<file path="src/rtl/smi_master.sv">
// MDIO/SMI clause-22 master: serialises one 64-bit management frame per
// accepted command on MDC/MDIO and returns read data plus a turnaround error.
module smi_master #(
   parameter int unsigned CLK_DIV = 10
) (
   input  logic        wb_clk_i,
   input  logic        rst_n,
   input  logic        cmd_valid,
   output logic        cmd_ready,
   input  logic        cmd_we,
   input  logic [4:0]  cmd_phy_addr,
   input  logic [4:0]  cmd_reg_addr,
   input  logic [15:0] cmd_wdata,
   output logic        rsp_valid,
   output logic [15:0] rsp_rdata,
   output logic        rsp_err,
   output logic        busy,
   output logic        MDC,
   output logic        mdio_o,
   output logic        mdio_oe,
   input  logic        mdio_i
);

   localparam int unsigned DIV_W = 8;
   localparam int unsigned BIT_W = 6;

   localparam logic [DIV_W-1:0] DIV_LAST = DIV_W'(CLK_DIV - 1);

   // bit indices of frame landmarks
   localparam logic [BIT_W-1:0] BIT_HDR  = 6'd32;
   localparam logic [BIT_W-1:0] BIT_TA0  = 6'd46;
   localparam logic [BIT_W-1:0] BIT_TA1  = 6'd47;
   localparam logic [BIT_W-1:0] BIT_DATA = 6'd48;
   localparam logic [BIT_W-1:0] BIT_LAST = 6'd63;

   localparam logic [1:0] ST_IDLE  = 2'd0;
   localparam logic [1:0] ST_SHIFT = 2'd1;
   localparam logic [1:0] ST_DONE  = 2'd2;

   logic [1:0]       state_q, state_d;
   logic [DIV_W-1:0] div_q, div_d;
   logic [BIT_W-1:0] bit_q, bit_d, bit_nx;
   logic             we_q, we_d;
   logic [31:0]      frame_q, frame_d;   // bits 32..63 of the frame, MSB first
   logic [15:0]      sh_q, sh_d;
   logic             err_q, err_d;
   logic             mdc_q, mdc_d;
   logic             mdio_o_q, mdio_o_d;
   logic             mdio_oe_q, mdio_oe_d;
   logic             rsp_valid_q, rsp_valid_d;
   logic [15:0]      rsp_rdata_q, rsp_rdata_d;
   logic             rsp_err_q, rsp_err_d;
   logic             busy_q, busy_d;
   logic             cmd_ready_q, cmd_ready_d;

   assign bit_nx = bit_q + 6'd1;

   // drive value of frame bit k: preamble ones, then the latched header/data
   function automatic logic frame_bit(input logic [BIT_W-1:0] k, input logic [31:0] f);
      if (k < BIT_HDR) return 1'b1;
      return f[5'(BIT_LAST - k)];
   endfunction

   // next-state and registered-output computation
   always_comb begin
      state_d     = state_q;
      div_d       = div_q;
      bit_d       = bit_q;
      we_d        = we_q;
      frame_d     = frame_q;
      sh_d        = sh_q;
      err_d       = err_q;
      mdc_d       = mdc_q;
      mdio_o_d    = mdio_o_q;
      mdio_oe_d   = mdio_oe_q;
      rsp_valid_d = 1'b0;
      rsp_rdata_d = rsp_rdata_q;
      rsp_err_d   = rsp_err_q;
      busy_d      = busy_q;
      cmd_ready_d = cmd_ready_q;
      case (state_q)
         ST_IDLE: begin
            mdc_d       = 1'b0;
            mdio_o_d    = 1'b1;
            mdio_oe_d   = 1'b0;
            cmd_ready_d = 1'b1;
            busy_d      = 1'b0;
            if (cmd_valid && cmd_ready_q) begin
               state_d     = ST_SHIFT;
               div_d       = '0;
               bit_d       = '0;
               we_d        = cmd_we;
               frame_d     = {2'b01, cmd_we ? 2'b01 : 2'b10, cmd_phy_addr, cmd_reg_addr,
                              cmd_we ? 2'b10 : 2'b11, cmd_we ? cmd_wdata : 16'hFFFF};
               sh_d        = '0;
               err_d       = 1'b0;
               mdio_o_d    = 1'b1;
               mdio_oe_d   = 1'b1;
               cmd_ready_d = 1'b0;
               busy_d      = 1'b1;
            end
         end
         ST_SHIFT: begin
            if (div_q != DIV_LAST) begin
               div_d = div_q + 8'd1;
            end else begin
               div_d = '0;
               if (!mdc_q) begin
                  // end of low phase: raise MDC and sample the PHY on reads
                  mdc_d = 1'b1;
                  if (!we_q) begin
                     if (bit_q == BIT_TA1 && mdio_i) err_d = 1'b1;
                     if (bit_q >= BIT_DATA) sh_d = {sh_q[14:0], mdio_i};
                  end
               end else begin
                  mdc_d = 1'b0;
                  if (bit_q == BIT_LAST) begin
                     state_d     = ST_DONE;
                     mdio_o_d    = 1'b1;
                     mdio_oe_d   = 1'b0;
                     rsp_valid_d = 1'b1;
                     rsp_rdata_d = we_q ? 16'h0000 : sh_q;
                     rsp_err_d   = !we_q && err_q;
                  end else begin
                     bit_d     = bit_nx;
                     mdio_o_d  = frame_bit(bit_nx, frame_q);
                     mdio_oe_d = we_q || (bit_nx < BIT_TA0);
                  end
               end
            end
         end
         ST_DONE: begin
            state_d     = ST_IDLE;
            cmd_ready_d = 1'b1;
            busy_d      = 1'b0;
         end
         default: state_d = ST_IDLE;
      endcase
   end

   // state and output registers
   always_ff @(posedge wb_clk_i or negedge rst_n) begin
      if (!rst_n) begin
         state_q     <= ST_IDLE;
         div_q       <= '0;
         bit_q       <= '0;
         we_q        <= 1'b0;
         frame_q     <= '0;
         sh_q        <= '0;
         err_q       <= 1'b0;
         mdc_q       <= 1'b0;
         mdio_o_q    <= 1'b1;
         mdio_oe_q   <= 1'b0;
         rsp_valid_q <= 1'b0;
         rsp_rdata_q <= '0;
         rsp_err_q   <= 1'b0;
         busy_q      <= 1'b0;
         cmd_ready_q <= 1'b1;
      end else begin
         state_q     <= state_d;
         div_q       <= div_d;
         bit_q       <= bit_d;
         we_q        <= we_d;
         frame_q     <= frame_d;
         sh_q        <= sh_d;
         err_q       <= err_d;
         mdc_q       <= mdc_d;
         mdio_o_q    <= mdio_o_d;
         mdio_oe_q   <= mdio_oe_d;
         rsp_valid_q <= rsp_valid_d;
         rsp_rdata_q <= rsp_rdata_d;
         rsp_err_q   <= rsp_err_d;
         busy_q      <= busy_d;
         cmd_ready_q <= cmd_ready_d;
      end
   end

   assign cmd_ready = cmd_ready_q;
   assign rsp_valid = rsp_valid_q;
   assign rsp_rdata = rsp_rdata_q;
   assign rsp_err   = rsp_err_q;
   assign busy      = busy_q;
   assign MDC       = mdc_q;
   assign mdio_o    = mdio_o_q;
   assign mdio_oe   = mdio_oe_q;

endmodule

</file>
<file path="config.mk">
export PLATFORM = sky130hd
export DESIGN_NAME = smi_master
export DESIGN_NICKNAME = d
export VERILOG_FILES = /design/src/rtl/smi_master.sv
export SDC_FILE = /design/constraint.sdc
export NUM_CORES = 1
export LEC_CHECK = 0
export CAP_MARGIN = 20
export CORE_MARGIN = 4
export CORE_UTILIZATION = 55
export CTS_BUF_LIST = sky130_fd_sc_hd__clkbuf_8
export CTS_CLUSTER_DIAMETER = 60
export DETAILED_ROUTE_END_ITERATION = 6
export PLACE_DENSITY = 0.82
export REMOVE_ABC_BUFFERS = 1
export SYNTH_ARGS = -nofsm -noshare
export SYNTH_HDL_FRONTEND = slang
export SYNTH_SLANG_ARGS = --single-unit
</file>
<file path="constraint.sdc">
create_clock -name wb_clk_i -period 3.9 [get_ports wb_clk_i]
set_input_delay 0.585 -clock wb_clk_i [delete_from_list [all_inputs] [get_ports wb_clk_i]]
set_output_delay 0.585 -clock wb_clk_i [all_outputs]
set_load 0.1 [all_outputs]
</file>
==> results of run 1 <==
==> logic make-up after synthesis <==
family	Yosys count	synth area share
fa+ha+maj	3	0.00895
buf+inv	67	0.0716
compound gates	101	0.153
xor+xnor	8	0.0185
flops	85	0.508
mux	8	0.0254
simple gates	178	0.215
==> registers in the layout, indices dropped and copies added (netlist names) <==
name / flops
rsp_err: 1
bit_q: 6
div_q: 8
cmd_ready: 1
state_q: 2
rsp_valid: 1
sh_q: 16
MDC: 1
busy: 1
rsp_rdata: 16
frame_q: 29
mdio_oe: 1
mdio_o: 1
err_q: 1
==> layout by cell type (no fill, tap or decap), types with 2 or more instances in the layout <==
cell type,n
a22o_1,4
ha_1,3
xor2_1,5
o21ai_2,4
nand2_1,71
inv_6,2
mux4_2,2
o21ai_0,47
clkdlybuf4s50_1,52
inv_1,37
mux2i_1,5
xnor2_1,2
nor2b_1,7
o32ai_1,2
bufinv_16,3
a31oi_1,18
nand3b_1,19
dfrtp_1,83
a21oi_1,7
a211oi_1,3
and3_1,5
a21o_1,2
nand2b_1,7
nor3_1,3
nor2_1,30
buf_4,4
nand4_1,3
a2111oi_0,3
clkbuf_8,9
nor3_4,2
dfstp_2,2
nand3_1,23
==> path summary, 6_finish.rpt <==
check	from	to	slack, ns	cells past startpoint
min	rst_n	rsp_rdata[6]$_DFFE_PN0P_	0.20	1
min reg2reg	frame_q[24]$_DFFE_PN0P_	frame_q[24]$_DFFE_PN0P_	0.47	2
min in group wb_clk_i	frame_q[24]$_DFFE_PN0P_	frame_q[24]$_DFFE_PN0P_	0.47	2
max in group asynchronous	rst_n	mdio_o$_DFFE_PN1P_	3.01	2
max	bit_q[0]$_DFFE_PN0P_	bit_q[2]$_DFFE_PN0P_	1.14	7
max reg2reg	bit_q[0]$_DFFE_PN0P_	bit_q[2]$_DFFE_PN0P_	1.14	7
==> area by class of cell <==
cell class              count  area (um2)
inverters                  37         139
fillers                   605        2350
multi-input cells         298        1770
well taps                  99         124
flip-flops and latches     85        2130
clock inverters             7         121
repair buffers             57         571
clock buffers               9         124
==> report_power, final <==
group | switching, mW | internal [mW]
Sequential | 0 | 0.881
Clock | 0.327 | 0.430
Combinational | 0.0258 | 0.0294
Total | 0.353 | 1.34
==> routing by layer <==
| layer | GRT usage | routed length [um] | up-vias |
|---|---|---|---|
| li1 | - | - | 1605 |
| met1 | 0.248 | 3690 | 1524 |
| met2 | 0.322 | 3980 | 58 |
| met3 | 0.0379 | 348 | 12 |
| met4 | 0.0829 | 102 | 0 |
| met5 | 0 | 0 | - |
==> worst max-delay path, stage by stage (launching register included) <==
cell     delay [ns]
dfrtp_1        0.88
ha_1           0.51
and3_1         0.28
nand3_2        0.14
and3_1         0.25
o21ai_2        0.29
o21ai_0        0.13
a22o_1         0.18
==> reports/metrics.cfg, run 1 <==
[floorplanning]
die_h_um=95.3
dieArea_mm2=0.00908
start_util=0.572
chipWidth_um=95.3
fp.coreArea_mm2=0.00733
ios=54
rows=31

[synthesis]
synth_most_common_cell=dfrtp_1
synth_seq_cells=85
avgSynthCellArea_um2=9.32
synth_top_area_share=0.495
yosysTopAreaCell=dfrtp_1
synth-seq-area-share=0.508
ys_types=54
synth_area_mm2=0.00419
synth_edf_count=0
synth_common_cells=83 x dfrtp_1, 71 x nand2_1, 47 x o21ai_0
ys_async_sr_fraction=1.00
synth.area.top_cells=dfrtp_1 50%, nand2_1 6.4%, o21ai_0 5.6%
syn_inst=450
yosysWarnings=0
ys_dominant_reg_cell=dfrtp_1

[sta]
finalSetupViolCount=0
fin_hold_ws_ns=0.195
slew_viol_final=0
finalHoldViolations=0
worst_slew_pin_slew_ns=0.982
rsz0062_at_grt=no
tns_ns=0
fmax_mhz=362
relSlewSlack=0.343
period_minus_slack_ns=2.76
fin_crit_sh=0.708
finClkSkew_ns=0.0169
worst_slack_ns=1.14

[cts]
clk_latency_ns=0.36
ctsHoldBuffers=0
cts_tree=built
clock-sinks=85
cts_root_buf=clkbuf_8
htreeDepth=3
cts_setup_buffers=0
cts_buffer_depth=2
numCtsBuffers=9
ctsResizeCount=0
clkTransAtPathRegs_ns=0.10

[worst_setup_path]
worstSetupPathType=reg2reg
endpoint_kind=register
cp.arrival_ns=3.01
crit_fanout=24
startpoint_type=register
required_ns=4.15

[grt]
grt.total_usage=0.194
grt_pass1_wl_um=13800
grt_max_degree=86
globalRouteOverflowTotal=0
grt_pass1_vias=3064
antenna_found_initial=0

[place]
dp_cells=575
placed_cell_area_mm2=0.00471
gp_congestion=0.808
place_ws_ns=1.15
io_buffers=53
dp_hpwl_um=5540

[cells_and_area]
syn_to_final_growth_pct=18.7
nNetsFinal=522
fin_util=0.679
finalNonFillerCells=592
layout-drive-gt1-share=0.0811
final_area_mm2=0.00498
antenna_cells=0

[power_and_ir_drop]
powerDensity_mw_per_mm2=340
p_total_mw=1.69
vdd_drop_max_v=0.000180
leakagePower_nw=2.33

[run_status]
status=completed

[hold_path]
hp-class=in2async

[run]
max_cap_viol_count=0

[drt]
vias_per_cell=5.40
antenna_left=0
drc=0
drt_iter0_drc=173
vias=3199
wl_per_cell_um=13.7
dr.pass1.iters=4
routed_wl_um=8120

Power figures use the tool's default switching activity.
==> inputs of run 2 (changes only) <==
- CORE_UTILIZATION: 55 -> 52
- clock period: 3.9 -> 2.53 ns (I/O delays scaled with it)
==> run 2 against run 1 <==
Compared with the run above:
- non-clock buffer count increased by 2
- via count increased by 0.84%
- routed wire length increased by 3.0%
- clock power increased by 29%
- global-route usage decreased by 1.1 points
- final area decreased by 1.6%
- hold slack got worse by 0.14 ns
- clock skew decreased by 0.0069 ns
- critical path type unchanged
- largest power group unchanged
- highest routed layer unchanged
==> reports/metrics.cfg, run 2 (same netlist as run 1, synthesis figures left out) <==
[sta]
fmax_mhz=459
relSlewSlack=0.575
finalHoldViolations=0
slew_viol_final=0
period_minus_slack_ns=2.18
worst_slack_ns=0.352
rsz0062_at_grt=no
fin_crit_sh=0.861
finalSetupViolCount=0
finClkSkew_ns=0.0101
worst_slew_pin_slew_ns=0.637
fin_hold_ws_ns=0.0525

[worst_setup_path]
endpoint_kind=register
crit_family=simple AND/OR/NAND/NOR gates
cpPeakStageDelay_ns=0.40
required_ns=2.76
worstSetupPathType=reg2reg
startpoint_type=register
cp.arrival_ns=2.41
crit_slowest_cell=ha_1
crit_fanout=9
critPathBufInv=0
crit_top_cell=and3_1
crit_chain=ha_1 -> and3_1 -> nand3_2 -> and3_1 -> o21ai_2 -> o21ai_0 -> a22o_1

[drt]
drc=0
dr.pass1.iters=4
antenna_left=0
vias=3226
vias_per_cell=5.40
drt_iter0_drc=174
routed_wl_um=8370
wl_per_cell_um=14.0

[run_status]
status=completed

[grt]
grt_max_degree=51
antenna_found_initial=0
grt.total_usage=0.184
grt_pass1_wl_um=14500
grt_pass1_vias=3203
globalRouteOverflowTotal=0

[floorplanning]
dieArea_mm2=0.00956
start_util=0.540
chipWidth_um=97.8
die_h_um=97.8
fp.coreArea_mm2=0.00777
ios=54
rows=32

[cts]
htreeDepth=3
cts_buffer_depth=2
ctsResizeCount=0
cts_tree=built
clk_latency_ns=0.35
cts_root_buf=clkbuf_8
clock-sinks=85
ctsHoldBuffers=0
cts_setup_buffers=0
numCtsBuffers=9
clkTransAtPathRegs_ns=0.09

[cells_and_area]
nNetsFinal=524
multi_input_area_mm2=0.00177
fillCellCount=659
regMostFlops=frame_q
finalNonFillerCells=597
layout-drive-gt1-share=0.131
seq_area_mm2=0.00213
syn_to_final_growth_pct=16.8
final_cell_mix=83 x dfrtp_1, 71 x nand2_1, 47 x o21ai_0
largest_reg_flops=29
antenna_cells=0
final_common_cell=dfrtp_1

[power_and_ir_drop]
powerDensity_mw_per_mm2=494
vdd_drop_max_v=0.000367
p_total_mw=2.42
leakagePower_nw=2.36

[place]
place_ws_ns=0.398
dp_hpwl_um=5830
io_buffers=53
gp_congestion=0.800
dp_cells=581

[run]
max_cap_viol_count=0

[hold_path]
hp-class=in2async

run 2: cell types whose count changed in the layout (fill, tap and decap cells not counted):
cell	previous run	this run
clkinv_2	1	0
inv_6	2	3
clkdlybuf4s50_1	52	29
clkinvlp_4	0	2
bufinv_16	3	1
buf_4	4	29
run 2: where the power goes:
group / total (mW) / internal, mW / switching [mW]
Combinational: 0.0858 / 0.0454 / 0.0404
Clock: 0.976 / 0.468 / 0.508
Sequential: 1.36 / 1.36 / 0
Total: 2.42 / 1.87 / 0.549
run 2: area by class of cell:
cell class / instances / area share
clock inverters: 7 / 0.0164
well taps: 102 / 0.0261
repair buffers: 59 / 0.108
inverters: 37 / 0.0284
multi-input cells: 298 / 0.361
clock buffers: 9 / 0.0253
flip-flops and latches: 85 / 0.435
run 2: stage by stage:
| stage | utilization | cell area [um2] | setup TNS (ns) |
|---|---|---|---|
| detailed placement | 0.604 | 4690 | 0 |
| CTS | 0.630 | 4900 | 0 |
| finish | 0.630 | 4900 | 0 |
| global placement | 0.604 | 4690 | 0 |
| floorplan | - | 4030 | -10.29 |
| global route | 0.630 | 4900 | 0 |
run 2: worst paths after layout:
path	end	slack, ns	cells after the start	start
worst max-delay path	bit_q[4]$_DFFE_PN0P_	0.35	7	bit_q[0]$_DFFE_PN0P_
worst min-delay path	rsp_rdata[5]$_DFFE_PN0P_	0.05	1	rst_n
worst min register to register	frame_q[21]$_DFFE_PN0P_	0.48	2	frame_q[21]$_DFFE_PN0P_
worst max register to register	bit_q[4]$_DFFE_PN0P_	0.35	7	bit_q[0]$_DFFE_PN0P_
max in group asynchronous	cmd_ready$_DFFE_PN1P_	1.79	2	rst_n
min in group wb_clk_i	frame_q[21]$_DFFE_PN0P_	0.48	2	frame_q[21]$_DFFE_PN0P_
run 2: per-layer routing:
layer / track usage / vias to the layer above / wire length, um
li1: - / 1610 / -
met1: 0.226 / 1530 / 3600
met2: 0.327 / 80 / 4280
met3: 0.0329 / 6 / 402
met4: 0.0607 / 0 / 85
met5: 0 / - / 0
==> inputs of run 3 (changes only) <==
- PLACE_DENSITY: 0.82 -> 0.83
==> run 3 against run 2 <==
Compared with the run above:
- core utilization increased by 0.16 points
- die area did not move
- largest power group unchanged
- first-iteration DRC count is 0.57% lower
- clock power is 1% lower
- critical endpoint unchanged
- total power shrank 0.44%
- clock-buffer cell count is 1 higher
- final area rose by 0.26%
- via count grew 2.1%
- register-to-register slack better by 0.06 ns
==> reports/metrics.cfg, run 3 (same netlist as run 1, synthesis figures left out) <==
[run_status]
status=completed

[cells_and_area]
final_cell_mix=83 x dfrtp_1, 71 x nand2_1, 47 x o21ai_0
final_common_cell=dfrtp_1
antenna_cells=0
syn_to_final_growth_pct=17.1
nNetsFinal=526
largest_reg_flops=29
regMostFlops=frame_q
layout-drive-gt1-share=0.133
fillCellCount=653

[drt]
routed_wl_um=8360
drc=0
dr.pass1.iters=4
drt_iter0_drc=173
vias=3294
wl_per_cell_um=13.9
vias_per_cell=5.50
antenna_left=0

[worst_setup_path]
worstSetupPathType=reg2reg
crit_fanout=9
cp.arrival_ns=2.37
critPathBufInv=0
required_ns=2.78
crit_family=simple AND/OR/NAND/NOR gates
endpoint_kind=register
cpPeakStageDelay_ns=0.39
crit_slowest_cell=ha_1
startpoint_type=register
crit_chain=ha_1 -> and3_1 -> nand3_2 -> and3_1 -> o21ai_2 -> o21ai_0 -> a22o_1
crit_top_cell=and3_1

[place]
gp_congestion=0.850
dp_hpwl_um=5760
place_ws_ns=0.418
io_buffers=53

[power_and_ir_drop]
vdd_drop_max_v=0.000270
internal_power_mw=1.88
p_clk_frac=0.401
comb_power_share=0.036
p_total_mw=2.41
leakagePower_nw=2.37
p_switching_uw=525
powerDensity_mw_per_mm2=491
p_seq_frac=0.563
switching_share=0.218

[floorplanning]
dieArea_mm2=0.00956
chipWidth_um=97.8
die_h_um=97.8
ios=54
start_util=0.540
fp.coreArea_mm2=0.00777
rows=32

[grt]
grt_pass1_wl_um=14500
grt_max_degree=47
grt.total_usage=0.182
grt_pass1_vias=3196
antenna_found_initial=0
globalRouteOverflowTotal=0

[sta]
finClkSkew_ns=0.00975
finalHoldViolations=0
slew_viol_final=0
rsz0062_at_grt=no
worst_slack_ns=0.410
fin_crit_sh=0.838
fmax_mhz=472
finalSetupViolCount=0
period_minus_slack_ns=2.12
worst_slew_pin_slew_ns=0.631
relSlewSlack=0.578

[cts]
numCtsBuffers=9
cts_buffer_depth=2
cts_setup_buffers=0
htreeDepth=3
clk_latency_ns=0.35
ctsHoldBuffers=0
clock-sinks=85
cts_tree=built
cts_root_buf=clkbuf_8
clkTransAtPathRegs_ns=0.08
ctsResizeCount=0

[hold_path]
hp-class=in2async

[run]
max_cap_viol_count=0

[run 3: area by class of cell]
| class | count | area (um2) | area share |
|---|---|---|---|
| inverters | 37 | 139 | 0.0283 |
| repair buffers | 61 | 543 | 0.111 |
| flip-flops and latches | 85 | 2130 | 0.434 |
| multi-input cells | 298 | 1770 | 0.360 |
| clock buffers | 10 | 138 | 0.0280 |
| clock inverters | 6 | 63.8 | 0.0130 |
| well taps | 102 | 128 | 0.0260 |
[run 3: through the flow]
stage	setup TNS, ns	utilization	hold slack [ns]	instances	cell area, um2
floorplan	-10.29	-	0.0839	420	4030
global placement	0	0.606	0.385	583	4710
detailed placement	0	0.606	0.398	583	4710
CTS	0	0.632	0.00757	599	4910
global route	0	0.632	0.0261	599	4910
finish	0	0.632	0.000818	599	4910
[run 3: worst paths after layout]
path,startpoint,end,slack (ns),cells past startpoint
max,bit_q[1]$_DFFE_PN0P_,bit_q[4]$_DFFE_PN0P_,0.41,7
min,rst_n,rsp_rdata[4]$_DFFE_PN0P_,0.0008,1
max reg2reg,bit_q[1]$_DFFE_PN0P_,bit_q[4]$_DFFE_PN0P_,0.41,7
min reg2reg,frame_q[18]$_DFFE_PN0P_,frame_q[18]$_DFFE_PN0P_,0.48,2
max in group asynchronous,rst_n,mdio_o$_DFFE_PN1P_,1.86,2
min in group wb_clk_i,frame_q[18]$_DFFE_PN0P_,frame_q[18]$_DFFE_PN0P_,0.48,2
[run 3: worst register-to-register path, cell delays in order, from the launching register on]
cell	delay [ns]
dfrtp_1	0.37
ha_1	0.39
and3_1	0.28
nand3_2	0.14
and3_1	0.25
o21ai_2	0.29
o21ai_0	0.13
a22o_1	0.18
[run 3: metal layers]
layer  track usage  wire, um  up-vias
met3        0.0364       418       10
li1              -         -     1618
met5             0         0        -
met1         0.234      3680     1581
met2         0.304      4150       85
met4        0.0703       114        0
[run 3: power groups by stage]
stage	clock, mW	combinational [mW]	sequential, mW
finish	0.965	0.0863	1.36
detailed placement	0	0.0890	1.38
global placement	0	0.0871	1.38
CTS	0.986	0.0892	1.36
floorplan	0	0.00626	1.38
global route	1.04	0.0962	1.36
